**src/rtl/seq_nibble_adder.sv**
```systemverilog
// Multi-cycle WIDTH-bit adder: one 4-bit nibble per clock through a single shared slice, registered carry.
// Optional packed-BCD mode is compiled in with SEQ_NIBBLE_ADDER_BCD_EN (adds the bcd input port).
module seq_nibble_adder #(
    parameter int WIDTH = 16
) (
    input  logic             clk,
    input  logic             rst,
    input  logic             start,
    input  logic [WIDTH-1:0] a,
    input  logic [WIDTH-1:0] b,
    input  logic             cin,
`ifdef SEQ_NIBBLE_ADDER_BCD_EN
    input  logic             bcd,
`endif
    output logic             busy,
    output logic             done,
    output logic [WIDTH-1:0] sum,
    output logic             cout
);

    localparam int NIB   = WIDTH / 4;
    localparam int IDX_W = (NIB > 1) ? $clog2(NIB) : 1;
    localparam logic [IDX_W-1:0] LAST_IDX = IDX_W'(NIB - 1);

    typedef enum logic [1:0] {
        IDLE = 2'd0,
        ADD  = 2'd1,
        DONE = 2'd2
    } state_t;

    state_t             state_q, state_d;
    logic [WIDTH-1:0]   a_w_q, a_w_d;
    logic [WIDTH-1:0]   b_w_q, b_w_d;
    logic [WIDTH-1:0]   work_q, work_d;
    logic [IDX_W-1:0]   idx_q, idx_d;
    logic               carry_q, carry_d;
    logic [WIDTH-1:0]   sum_q, sum_d;
    logic               cout_q, cout_d;

`ifdef SEQ_NIBBLE_ADDER_BCD_EN
    logic               bcd_q, bcd_d;
`else
    logic               bcd_q;
    assign bcd_q = 1'b0;
`endif

    logic [3:0]         nib_a, nib_b;
    logic [4:0]         t;
    logic [4:0]         t_adj;
    logic [3:0]         digit;
    logic               step_carry;

    // Shared nibble slice; decimal correction folds t > 9 back into 0..9 with a forced carry.
    always_comb begin
        nib_a      = a_w_q[4*idx_q +: 4];
        nib_b      = b_w_q[4*idx_q +: 4];
        t          = {1'b0, nib_a} + {1'b0, nib_b} + {4'b0000, carry_q};
        t_adj      = t + 5'd6;
        digit      = t[3:0];
        step_carry = t[4];
        if (bcd_q) begin
            if (t > 5'd9) begin
                digit      = t_adj[3:0];
                step_carry = 1'b1;
            end else begin
                step_carry = 1'b0;
            end
        end
    end

    always_comb begin
        state_d = state_q;
        a_w_d   = a_w_q;
        b_w_d   = b_w_q;
        work_d  = work_q;
        idx_d   = idx_q;
        carry_d = carry_q;
        sum_d   = sum_q;
        cout_d  = cout_q;
`ifdef SEQ_NIBBLE_ADDER_BCD_EN
        bcd_d   = bcd_q;
`endif

        case (state_q)
            IDLE, DONE: begin
                // DONE accepts exactly like IDLE so back-to-back starts skip the idle cycle.
                if (start) begin
                    a_w_d   = a;
                    b_w_d   = b;
                    work_d  = '0;
                    idx_d   = '0;
                    carry_d = cin;
`ifdef SEQ_NIBBLE_ADDER_BCD_EN
                    bcd_d   = bcd;
`endif
                    state_d = ADD;
                end else begin
                    state_d = IDLE;
                end
            end
            ADD: begin
                work_d[4*idx_q +: 4] = digit;
                carry_d              = step_carry;
                if (idx_q == LAST_IDX) begin
                    idx_d   = '0;
                    sum_d   = work_d;
                    cout_d  = step_carry;
                    state_d = DONE;
                end else begin
                    idx_d   = idx_q + IDX_W'(1);
                end
            end
            default: begin
                state_d = IDLE;
            end
        endcase
    end

    always_ff @(posedge clk) begin
        if (rst) begin
            state_q <= IDLE;
            a_w_q   <= '0;
            b_w_q   <= '0;
            work_q  <= '0;
            idx_q   <= '0;
            carry_q <= 1'b0;
            sum_q   <= '0;
            cout_q  <= 1'b0;
`ifdef SEQ_NIBBLE_ADDER_BCD_EN
            bcd_q   <= 1'b0;
`endif
        end else begin
            state_q <= state_d;
            a_w_q   <= a_w_d;
            b_w_q   <= b_w_d;
            work_q  <= work_d;
            idx_q   <= idx_d;
            carry_q <= carry_d;
            sum_q   <= sum_d;
            cout_q  <= cout_d;
`ifdef SEQ_NIBBLE_ADDER_BCD_EN
            bcd_q   <= bcd_d;
`endif
        end
    end

    assign busy = (state_q == ADD);
    assign done = (state_q == DONE);
    assign sum  = sum_q;
    assign cout = cout_q;

endmodule

```
**config.mk**
```make
export PLATFORM = sky130hd
export DESIGN_NAME = seq_nibble_adder
export DESIGN_NICKNAME = d
export VERILOG_FILES = /design/src/rtl/seq_nibble_adder.sv
export SDC_FILE = /design/constraint.sdc
export NUM_CORES = 1
export LEC_CHECK = 0
export CAP_MARGIN = 20
export CELL_PAD_IN_SITES_DETAIL_PLACEMENT = 0
export CELL_PAD_IN_SITES_GLOBAL_PLACEMENT = 1
export CORE_MARGIN = 3
export CORE_UTILIZATION = 36
export DETAILED_ROUTE_END_ITERATION = 16
export PLACE_DENSITY_LB_ADDON = 0.1
export SLEW_MARGIN = 20
export SYNTH_ARGS = -nofsm -noshare
export SYNTH_HDL_FRONTEND = slang
export SYNTH_SLANG_ARGS = --single-unit
```
**constraint.sdc**
```tcl
create_clock -name clk -period 3 [get_ports clk]
set_clock_uncertainty 0.1 [all_clocks]
set_input_delay 0.6 -clock clk [delete_from_list [all_inputs] [get_ports clk]]
set_output_delay 0.6 -clock clk [all_outputs]
set_load 0.02 [all_outputs]
```
==> impl_metrics.yaml <==
clocking:
  h-tree-depth: 3
  numCtsBuffers: 9
  cts_buffer_depth: 2
  clock_latency_ns: 0.34
  cts-root-buf: "clkbuf_8"
  cts_tree: "done"
  cts.clk_slew.worst_paths_ns: 0.07
  post_cts_hold_buffer_count: 0
  clock_sinks: 70
hold_path:
  hp-class: "register to register"
synth:
  async_reset_ff_share_pct: 0
  yosysSeqAreaShare_pct: 43.5
  netlist_instances: 369
  synth_area_mm2: 0.00322
  synth-edff-count: 0
  synth_cell_type_count: 41
  synth_flop_cell: "dfxtp_1"
  yosysWarnings: 0
  synth_fp_nets: 416
  synth_area_per_cell_um2: 8.74
  synth-seq-cells: 70
grt:
  grtUsageTotal_pct: 15.7
  gr-total-overflow: 0
  antenna_found_initial: 0
  grt_first_pass_wirelength_mm: 12.5
  grt_pass1_vias: 2614
  grt_max_degree: 71
timing:
  tightest_slew_ns: 0.732
  fin_ws_ns: 0.229
  fmax_mhz: 361
  maxSlewViolCount: 0
  hold_violations: 0
  finalSetupTns_ns: 0
  timing.final.crit_period_ns: 2.77
  period_share_pct: 92.4
  slew_headroom_pct: 51.0
  rsz0062_at_grt: "no"
  setup_viol: 0
placed_design:
  dp_slack_ns: 0.144
  io_buffers: 54
  gp_congestion: 0.812
  dp_cells: 511
  postPlaceCellArea_mm2: 0.00388
  hpwl_mm: 5.33
final_layout:
  area_growth_pct: 26.4
  layoutNonFillerInstCount: 527
  nNetsFinal: 464
  fillCellCount: 837
  antennaDiodeCount: 0
  final_layout_size_suffix_gt1_share_pct: 10.4
  stdcell_area_mm2: 0.00408
drt:
  routed_wl_mm: 7.51
  drtIter0Drc: 130
  drc: 0
  drtPass1Iterations: 4
  vias: 2652
  ant_nets: 0
  wl_per_cell_um: 14.3
  via_per_inst: 5.03
floorplan:
  die_y_um: 101
  io_pins: 55
  coreArea_mm2: 0.00846
  start_util_pct: 38.1
  dieArea_mm2: 0.0101
  num_rows: 33
  die_w_um: 101
run:
  maxCapViolations: 0
critical_path:
  crit_top_cell: "buf_4"
  end_kind: "register"
  required_ns: 3.15
  cp.arrival_ns: 2.92
  crit_type: "register to register"
  regToRegSetupSlack_ns: 0.23
  crit_chain: "buf_4 > mux4_2 > ha_1 > a21oi_1 > buf_4 > a2111oi_4 > nor2_2 > a311oi_2"
  crit_path_max_incr_delay_ns: 0.52
  cp_max_fo: 16
  startpoint_type: "register"
  cp_slowest_cell: "mux4_2"
outcome:
  status: "complete, no violations"
power_and_ir_drop:
  powerDensity_mw_per_mm2: 490
  power_leakage_nw: 1.43
  ir_worst_vdd_v: 0.000214
[Yosys cell counts (6+ instances only)]
master     n  area share [%]
nor2b_1    6             1.2
a211oi_1  12             2.8
nor2_1    33             3.8
clkbuf_1  22             2.6
nand2_1   86              10
a22oi_1    8             1.9
ha_1       9             3.5
mux4_2     6             4.2
dfxtp_1   70              43
a21oi_1   42             6.5
inv_1      8            0.93
[registers in the layout, indices dropped and copies added, names as in the netlist]
| name | cells |
|---|---|
| a_w_q | 16 |
| b_w_q | 16 |
| carry_q | 1 |
| cout | 1 |
| idx_q | 2 |
| state_q | 2 |
| sum | 16 |
| work_q | 16 |
[where the power goes]
part	switching [W]	leakage, nW	internal [W]
registers	0.0000184	0.570	0.000961
logic	0.000162	0.769	0.000138
clock network	0.000337	0.0904	0.000382
[layer usage]
metal / GRT usage [%] / up-vias / wire length, um
met5: 0 / - / 0
met4: 6.11 / 0 / 120
met3: 3.94 / 7 / 315
met2: 25.3 / 54 / 3530
met1: 20.1 / 1212 / 3540
li1: - / 1379 / -
[critical path: cells and delay by family (launching register included)]
kind	cells	cell delay (ns)
flops	1	0.39
mux	1	0.52
fa+ha+maj	1	0.39
buf+inv	2	0.42
simple gates	1	0.09
compound gates	3	0.76
[stage by stage]
| step | util [%] | power [W] | hold WS [ns] |
|---|---|---|---|
| after CTS | 48.0 | 0.00203 | 0.355 |
| final | 48.1 | 0.00200 | 0.354 |
| after global routing | 48.1 | 0.00210 | 0.378 |
| after floorplan | - | 0.00119 | 0.332 |
| after global placement | 45.9 | 0.00130 | 0.342 |
| after detailed placement | 45.9 | 0.00130 | 0.345 |
[final timing paths]
path	startpoint	end	cells past startpoint
max	idx_q[0]	sum[3]	8
min reg2reg	b_w_q[14]	b_w_q[14]	2
max reg2reg	idx_q[0]	sum[3]	8
min	b_w_q[14]	b_w_q[14]	2
[cells by family after synthesis]
group / Yosys count / share of synthesized area [%]
compound gates: 87 / 18.3
fa+ha+maj: 11 / 4.73
xor+xnor: 1 / 0.272
flops: 70 / 43.5
simple gates: 147 / 19.9
buf+inv: 36 / 4.58
mux: 17 / 8.77
[final cells by class]
class                      count  area, um2  share of cell area (%)
inverter                       8       30.0                   0.737
tap                          105        131                    3.22
clock buffer                  12        135                    3.32
sequential                    70       1400                    34.4
timing repair buffer          65        643                    15.8
clock inverter                 4       47.5                    1.17
multi-input combinational    263       1690                    41.4
[cell usage in the layout (no fill, tap or decap), types with 3 or more instances in the layout]
master and n:
buf_4 9, nand2_1 86, a32oi_1 4, o21ai_0 4
nor2_1 33, ha_1 9, a2bb2oi_1 4, dfxtp_1 69
a311oi_1 3, nand2b_1 5, clkdlybuf4s50_1 53, clkbuf_1 3
mux2i_1 5, mux4_2 6, inv_1 8, nand3_1 3
nor2b_1 5, a21oi_1 42, mux2_2 4, a211oi_1 12
clkbuf_8 9, a22oi_1 8
[timing repair]
item,4_1_cts,5_1_grt
buffers inserted,0,0
resized for setup,0,2
endpoints found under the setup margin,0,10
(Power assumes the default switching activity.)
